## config.mk

```make
export PLATFORM = sky130hd
export DESIGN_NAME = instruction_decode
export DESIGN_NICKNAME = d
export VERILOG_FILES = /design/src/rtl/instruction_decode.sv
export SDC_FILE = /design/constraint.sdc
export NUM_CORES = 1
export LEC_CHECK = 0
export ABC_AREA = 0
export BUFFER_PORTS_ARGS = -buffer_cell sky130_fd_sc_hd__buf_4
export CORE_UTILIZATION = 43
export CTS_BUF_LIST = sky130_fd_sc_hd__clkbuf_16
export CTS_CLUSTER_SIZE = 14
export DETAILED_ROUTE_END_ITERATION = 16
export GPL_TIMING_DRIVEN = 0
export HOLD_SLACK_MARGIN = 0.03
export PLACE_DENSITY = 0.84
export SYNTH_ARGS = -nofsm -noshare
export SYNTH_HDL_FRONTEND = slang
export SYNTH_SLANG_ARGS = --single-unit
```

## constraint.sdc

```tcl
create_clock -name d_clk -period 1.6 [get_ports d_clk]
set_input_delay 0.32 -clock d_clk [delete_from_list [all_inputs] [get_ports d_clk]]
set_output_delay 0.32 -clock d_clk [all_outputs]
set_load 0.005 [all_outputs]
```

## src/rtl/instruction_decode.sv

```systemverilog
// RV32I decode stage: registers the decoded fields of the fetched instruction for execute.
// Flush inserts a one-cycle bubble; stall is passed straight through to fetch.
module instruction_decode #(
  parameter int IWIDTH     = 32,
  parameter int PC_WIDTH   = 32,
  parameter int REG_AWIDTH = 5
) (
  input  logic                  d_clk,
  input  logic                  d_rst,
  input  logic [IWIDTH-1:0]     d_i_instr,
  input  logic [PC_WIDTH-1:0]   d_i_pc,
  input  logic                  d_i_ce,
  input  logic                  d_i_stall,
  input  logic                  d_i_flush,
  output logic                  d_o_stall,
  output logic                  d_o_flush,
  output logic                  d_o_ce,
  output logic [PC_WIDTH-1:0]   d_o_pc,
  output logic [IWIDTH-1:0]     d_o_instr,
  output logic [6:0]            d_o_opcode,
  output logic [2:0]            d_o_funct3,
  output logic [REG_AWIDTH-1:0] d_o_rs1_addr,
  output logic [REG_AWIDTH-1:0] d_o_rs2_addr,
  output logic [REG_AWIDTH-1:0] d_o_rd_addr,
  output logic [31:0]           d_o_imm,
  output logic [3:0]            d_o_alu_op,
  output logic                  d_o_illegal
);

  localparam logic [6:0] OP_R      = 7'b0110011;
  localparam logic [6:0] OP_IMM    = 7'b0010011;
  localparam logic [6:0] OP_LOAD   = 7'b0000011;
  localparam logic [6:0] OP_STORE  = 7'b0100011;
  localparam logic [6:0] OP_BRANCH = 7'b1100011;
  localparam logic [6:0] OP_LUI    = 7'b0110111;
  localparam logic [6:0] OP_AUIPC  = 7'b0010111;
  localparam logic [6:0] OP_JAL    = 7'b1101111;
  localparam logic [6:0] OP_JALR   = 7'b1100111;
  localparam logic [6:0] OP_FENCE  = 7'b0001111;
  localparam logic [6:0] OP_SYSTEM = 7'b1110011;

  localparam logic [3:0] ALU_ADD  = 4'd0;
  localparam logic [3:0] ALU_SUB  = 4'd1;
  localparam logic [3:0] ALU_SLL  = 4'd2;
  localparam logic [3:0] ALU_SLT  = 4'd3;
  localparam logic [3:0] ALU_SLTU = 4'd4;
  localparam logic [3:0] ALU_XOR  = 4'd5;
  localparam logic [3:0] ALU_SRL  = 4'd6;
  localparam logic [3:0] ALU_SRA  = 4'd7;
  localparam logic [3:0] ALU_OR   = 4'd8;
  localparam logic [3:0] ALU_AND  = 4'd9;

  // R-type and I-ALU share the funct3 map; only R-type can select SUB.
  function automatic logic [3:0] alu_from_funct3(input logic [2:0] f3,
                                                 input logic       bit30,
                                                 input logic       is_reg);
    logic [3:0] op;
    case (f3)
      3'b000:  op = (is_reg && bit30) ? ALU_SUB : ALU_ADD;
      3'b001:  op = ALU_SLL;
      3'b010:  op = ALU_SLT;
      3'b011:  op = ALU_SLTU;
      3'b100:  op = ALU_XOR;
      3'b101:  op = bit30 ? ALU_SRA : ALU_SRL;
      3'b110:  op = ALU_OR;
      default: op = ALU_AND;
    endcase
    return op;
  endfunction

  // Immediate formats, all sign-extended from bit 31.
  logic [31:0] imm_i, imm_s, imm_b, imm_u, imm_j, imm_sh;
  logic [2:0]  funct3;

  assign funct3 = d_i_instr[14:12];
  assign imm_i  = {{20{d_i_instr[31]}}, d_i_instr[31:20]};
  assign imm_s  = {{20{d_i_instr[31]}}, d_i_instr[31:25], d_i_instr[11:7]};
  assign imm_b  = {{19{d_i_instr[31]}}, d_i_instr[31], d_i_instr[7],
                   d_i_instr[30:25], d_i_instr[11:8], 1'b0};
  assign imm_u  = {d_i_instr[31:12], 12'b0};
  assign imm_j  = {{11{d_i_instr[31]}}, d_i_instr[31], d_i_instr[19:12],
                   d_i_instr[20], d_i_instr[30:21], 1'b0};
  assign imm_sh = {27'b0, d_i_instr[24:20]};

  logic [REG_AWIDTH-1:0] dec_rs1, dec_rs2, dec_rd;
  logic [31:0]           dec_imm;
  logic [3:0]            dec_alu_op;
  logic                  dec_illegal;

  // NOTE: every combinational output gets a default before the case so no path
  // leaves it unassigned; a missing default would infer a latch.
  always_comb begin
    dec_rs1     = REG_AWIDTH'(d_i_instr[19:15]);
    dec_rs2     = '0;
    dec_rd      = REG_AWIDTH'(d_i_instr[11:7]);
    dec_imm     = '0;
    dec_alu_op  = ALU_ADD;
    dec_illegal = 1'b0;
    case (d_i_instr[6:0])
      OP_R: begin
        dec_rs2    = REG_AWIDTH'(d_i_instr[24:20]);
        dec_alu_op = alu_from_funct3(funct3, d_i_instr[30], 1'b1);
      end
      OP_IMM: begin
        dec_imm    = (funct3 == 3'b001 || funct3 == 3'b101) ? imm_sh : imm_i;
        dec_alu_op = alu_from_funct3(funct3, d_i_instr[30], 1'b0);
      end
      OP_LOAD, OP_JALR, OP_SYSTEM: dec_imm = imm_i;
      OP_STORE: begin
        dec_rs2 = REG_AWIDTH'(d_i_instr[24:20]);
        dec_rd  = '0;
        dec_imm = imm_s;
      end
      OP_BRANCH: begin
        dec_rs2    = REG_AWIDTH'(d_i_instr[24:20]);
        dec_rd     = '0;
        dec_imm    = imm_b;
        dec_alu_op = ALU_SUB;
      end
      OP_LUI, OP_AUIPC: begin
        dec_rs1 = '0;
        dec_imm = imm_u;
      end
      OP_JAL: begin
        dec_rs1 = '0;
        dec_imm = imm_j;
      end
      OP_FENCE: dec_rd = '0;
      default: begin
        // Unknown opcode: present a harmless bundle and let execute trap.
        dec_rs1     = '0;
        dec_rd      = '0;
        dec_illegal = 1'b1;
      end
    endcase
  end

  logic                  ce_d, ce_q;
  logic                  flush_d, flush_q;
  logic [PC_WIDTH-1:0]   pc_d, pc_q;
  logic [IWIDTH-1:0]     instr_d, instr_q;
  logic [6:0]            opcode_d, opcode_q;
  logic [2:0]            funct3_d, funct3_q;
  logic [REG_AWIDTH-1:0] rs1_d, rs1_q, rs2_d, rs2_q, rd_d, rd_q;
  logic [31:0]           imm_d, imm_q;
  logic [3:0]            alu_op_d, alu_op_q;
  logic                  illegal_d, illegal_q;

  // Priority: flush > stall > capture (reset handled in the register block).
  always_comb begin
    ce_d      = ce_q;
    flush_d   = flush_q;
    pc_d      = pc_q;
    instr_d   = instr_q;
    opcode_d  = opcode_q;
    funct3_d  = funct3_q;
    rs1_d     = rs1_q;
    rs2_d     = rs2_q;
    rd_d      = rd_q;
    imm_d     = imm_q;
    alu_op_d  = alu_op_q;
    illegal_d = illegal_q;
    if (d_i_flush) begin
      ce_d    = 1'b0;
      flush_d = 1'b1;
    end else if (!d_i_stall) begin
      ce_d    = d_i_ce;
      flush_d = 1'b0;
      if (d_i_ce) begin
        pc_d      = d_i_pc;
        instr_d   = d_i_instr;
        opcode_d  = d_i_instr[6:0];
        funct3_d  = funct3;
        rs1_d     = dec_rs1;
        rs2_d     = dec_rs2;
        rd_d      = dec_rd;
        imm_d     = dec_imm;
        alu_op_d  = dec_alu_op;
        illegal_d = dec_illegal;
      end
    end
  end

  // NOTE: state is updated with non-blocking assignments so every flop samples
  // the pre-edge values regardless of statement order.
  always_ff @(posedge d_clk) begin
    if (d_rst) begin
      ce_q      <= 1'b0;
      flush_q   <= 1'b0;
      pc_q      <= '0;
      instr_q   <= '0;
      opcode_q  <= '0;
      funct3_q  <= '0;
      rs1_q     <= '0;
      rs2_q     <= '0;
      rd_q      <= '0;
      imm_q     <= '0;
      alu_op_q  <= ALU_ADD;
      illegal_q <= 1'b0;
    end else begin
      ce_q      <= ce_d;
      flush_q   <= flush_d;
      pc_q      <= pc_d;
      instr_q   <= instr_d;
      opcode_q  <= opcode_d;
      funct3_q  <= funct3_d;
      rs1_q     <= rs1_d;
      rs2_q     <= rs2_d;
      rd_q      <= rd_d;
      imm_q     <= imm_d;
      alu_op_q  <= alu_op_d;
      illegal_q <= illegal_d;
    end
  end

  assign d_o_stall    = d_i_stall;
  assign d_o_flush    = flush_q;
  assign d_o_ce       = ce_q;
  assign d_o_pc       = pc_q;
  assign d_o_instr    = instr_q;
  assign d_o_opcode   = opcode_q;
  assign d_o_funct3   = funct3_q;
  assign d_o_rs1_addr = rs1_q;
  assign d_o_rs2_addr = rs2_q;
  assign d_o_rd_addr  = rd_q;
  assign d_o_imm      = imm_q;
  assign d_o_alu_op   = alu_op_q;
  assign d_o_illegal  = illegal_q;

endmodule

```

==> impl_results.md <==
* Status: finished clean
* DP Wirelength at ~11000 um
* DRT Pass-1 Iters at 5
* Worst skew pair latency at just under 0.4 ns
* MaxCap Viol Count at 0
* Remaining DRCs at 0
* Number of cell rows at 38
* Hold path endpoint: d_o_ce
* Clk slew on worst S/H paths at about 0.06 ns
* Leakage at just under 3 nW
* Post-synth top area share at roughly half
* VDD IR-drop max at 0.8635 mV
* Clk root buf: clkbuf_16
* Hold Path Class: in -> reg
* Synthesized instance count at between 500 and 600
* Least-Margin Pin Slew at 0.5654 ns
* Critical R2R Capture: d_o_imm[24]
* Worst endpoint data arrival time at ~1.8 ns
* Max incr delay on CP at around 0.32 ns
* Slowest-stage cell, CP: and3b_1
* H-tree depth at 4
* R2r setup slk at ~0.87 ns
* CP Capture Type: register
* Total power density per cell area at between 1000 and 1500 mW/mm2
* Layout cell share with drive strength beyond 1 at between 30% and 40%
* Vias per inst at around 5.2
* Hold Startpoint: d_i_flush
* CTS Hold Buffers Added at 0
* Yosys cell types at just under 50
* Post-synthesis sequential area ratio at 49.71%
* Synth async-reset ratio at 0%
* Die height at around 110 um
* Worst Setup Path Type: in -> reg
* Most instantiated cells after synthesis: 163 x nand2_1, 118 x dfxtp_1, 84 x a21oi_1
* RSZ-0062 raised after global routing: no
* Nets at ~860
* Clock Tree Buf Depth at 2
* Most common cell in the netlist: nand2_1
* Final Hold Viols at 0
* Hold slack at around 0.11 ns
* CTS buffer count at 17
* Setup bufs post-CTS at 0
* Antenna diode count at 0
* Worst r2r src: d_o_imm[24]
* GR Util All Layers at between 20 and 30%
* Placed instance count at approximately 910
* P&R area growth vs syn at 46.76%
* Core footprint at 0.01079 mm2
* Die width at roughly 110 um
* Avg Inst Size Synth at around 8.3 um2
* WP data required at 1.92 ns
* WL final at about 15000 um
* Number of port buffers at a little under 200
* Mapped Area at about 0.0048 mm2
* Final Setup Violations at 0
* I/O pin count at 198
* Cell Chain, Critical Path: buf_4, buf_2, and3b_1, o211ai_1, o211ai_4, nand3_2, buf_6, a21oi_2
* Mapped Nets at 645
* Max-slew headroom at between 60% and 70%
* Pins Over Slew Limit at 0
* FMAX at 669.6 MHz
* Initial antenna violation count at 0
* Setup TNS at 0 ns
* WHS Path Cells at 2
* First-pass GRT wire length at between 20000 and 25000 um
* Top FF cell, synth: dfxtp_1
* Die area at approximately 0.011 mm2
* Antenna Nets Post-Route at 0
* Max FO, Critical Path at 10
* Warnings, synthesis at 0
* TritonCTS Sinks at about 120
* Vias in the first global route at 4302
* FILL cells at roughly 1000
* Yosys reg bits at approximately 120
* Drt wl/cell at between 15 and 20 um
* Largest net degree at the start of global routing at 17
* Worst Reg2Reg Path Length in Cells at 2
* Minimum clock period at approximately 1.5 ns
* GP Congestion at 0.9022
* Iter 0 DRT Violations at around 290
* CTS tree: yes
* Tcrit/Tclk final at 93.34%
* Post-route insts no fill at around 940
* Post-synth EDFFs at 0
* Vias at ~4900
* Overflow after GRT at 0
* Synth area leaders: dfxtp_1 50%, nand2_1 13%, a21oi_1 8.8%
* Final Skew at 0 ns
* Initial Util at between 40% and 50%
* Worst setup SP type: input port
* Largest area contributor in the netlist: dfxtp_1
==> worst max path at each step <==
| stage | startpoint | to | slack [ns] | depth (start not counted) |
|---|---|---|---|---|
| 2_1_floorplan | d_i_instr[3] | d_o_imm[23] | 0.02 | 7 |
| 3_3_place_gp | d_rst | d_o_pc[23] | -0.46 | 4 |
| 3_5_place_dp | d_rst | d_o_pc[22] | -0.50 | 4 |
| 4_1_cts | d_i_flush | d_o_imm[4] | 0.04 | 6 |
| 5_1_grt | d_i_instr[6] | d_o_imm[24] | 0.003 | 8 |
| 6_report | d_i_instr[3] | d_o_imm[27] | 0.11 | 8 |
==> through the flow <==
stage	cell area [um2]	power [mW]	worst slack [ns]	utilization, %
after floorplan	4752	3.391	0.02464	-
after global placement	6391	3.762	-0.4609	59.22
after detailed placement	6391	3.769	-0.4983	59.22
after CTS	6947	7.304	0.04487	64.36
after global routing	6974	7.521	0.002672	64.62
final	6974	7.251	0.1066	64.62
==> placed cells by master, fill, tap and decap left out, types with 3 or more instances in the layout <==
cell | Yosys | final
buf_4 | 12 | 207
and3_1 | 5 | 5
inv_6 | 0 | 4
a21oi_1 | 84 | 84
buf_6 | 3 | 3
nor3_1 | 10 | 10
a221oi_1 | 4 | 3
a22o_1 | 8 | 8
a32oi_1 | 7 | 6
nand2b_1 | 3 | 3
buf_1 | 10 | 9
a21oi_2 | 12 | 11
clkbuf_1 | 19 | 16
a22oi_1 | 16 | 16
a211oi_1 | 3 | 3
nand2_1 | 163 | 163
buf_2 | 11 | 10
o21ai_0 | 13 | 13
clkbuf_2 | 0 | 4
nor2_1 | 25 | 25
dfxtp_1 | 118 | 118
clkinvlp_4 | 0 | 5
nand3_1 | 10 | 10
clkbuf_16 | 0 | 17
==> metal layers <==
layer	GRT usage (%)	routed length [um]	vias to the layer above
li1	-	-	2412
met5	0	0	-
met4	10.18	337	0
met1	34.34	6338	2247
met3	6.201	1194	24
met2	39.08	6690	219
==> repair_timing <==
item,CTS,global route
setup endpoints to repair,10,22
gates resized for setup,1,9
hold endpoints to repair,0,0
==> cells by family after synthesis <==
family          after synthesis  synth area share [%]
simple gates                236                 21.46
flops                       118                 49.71
compound gates              164                 22.41
mux                           1                0.2106
buf+inv                      57                 6.214
==> sequential cells by signal, indices dropped and copies added, names as in the netlist <==
name	cells
d_o_alu_op	4
d_o_ce	1
d_o_flush	1
d_o_illegal	1
d_o_imm	32
d_o_instr	32
d_o_pc	32
d_o_rd_addr	5
d_o_rs1_addr	5
d_o_rs2_addr	5
==> critical path, delay by kind of cell <==
kind                   cells  cell delay, ns
AOI/OAI and AO/OA          3            0.57
buffers and inverters      3            0.47
and+or+nand+nor            2            0.46
==> report_power, final <==
group          total, mW  internal [mW]  switching [mW]  leakage [nW]
Clock               3.54           2.14            1.40         0.256
Sequential          3.05           3.01          0.0375         0.956
Combinational      0.670          0.308           0.362          1.72
==> cell type report <==
cell class                 instances  area [um2]  area share, %
buffer                            55       295.3          4.234
inverter                           2       7.507         0.1076
tap                              140       175.2          2.512
sequential                       118        2362          33.87
clock inverter                    14       128.9          1.848
multi-input combinational        401        2116          30.34
timing repair buffer             195        1464          20.99
clock buffer                      17       425.4          6.100
(Power assumes the default switching activity.)
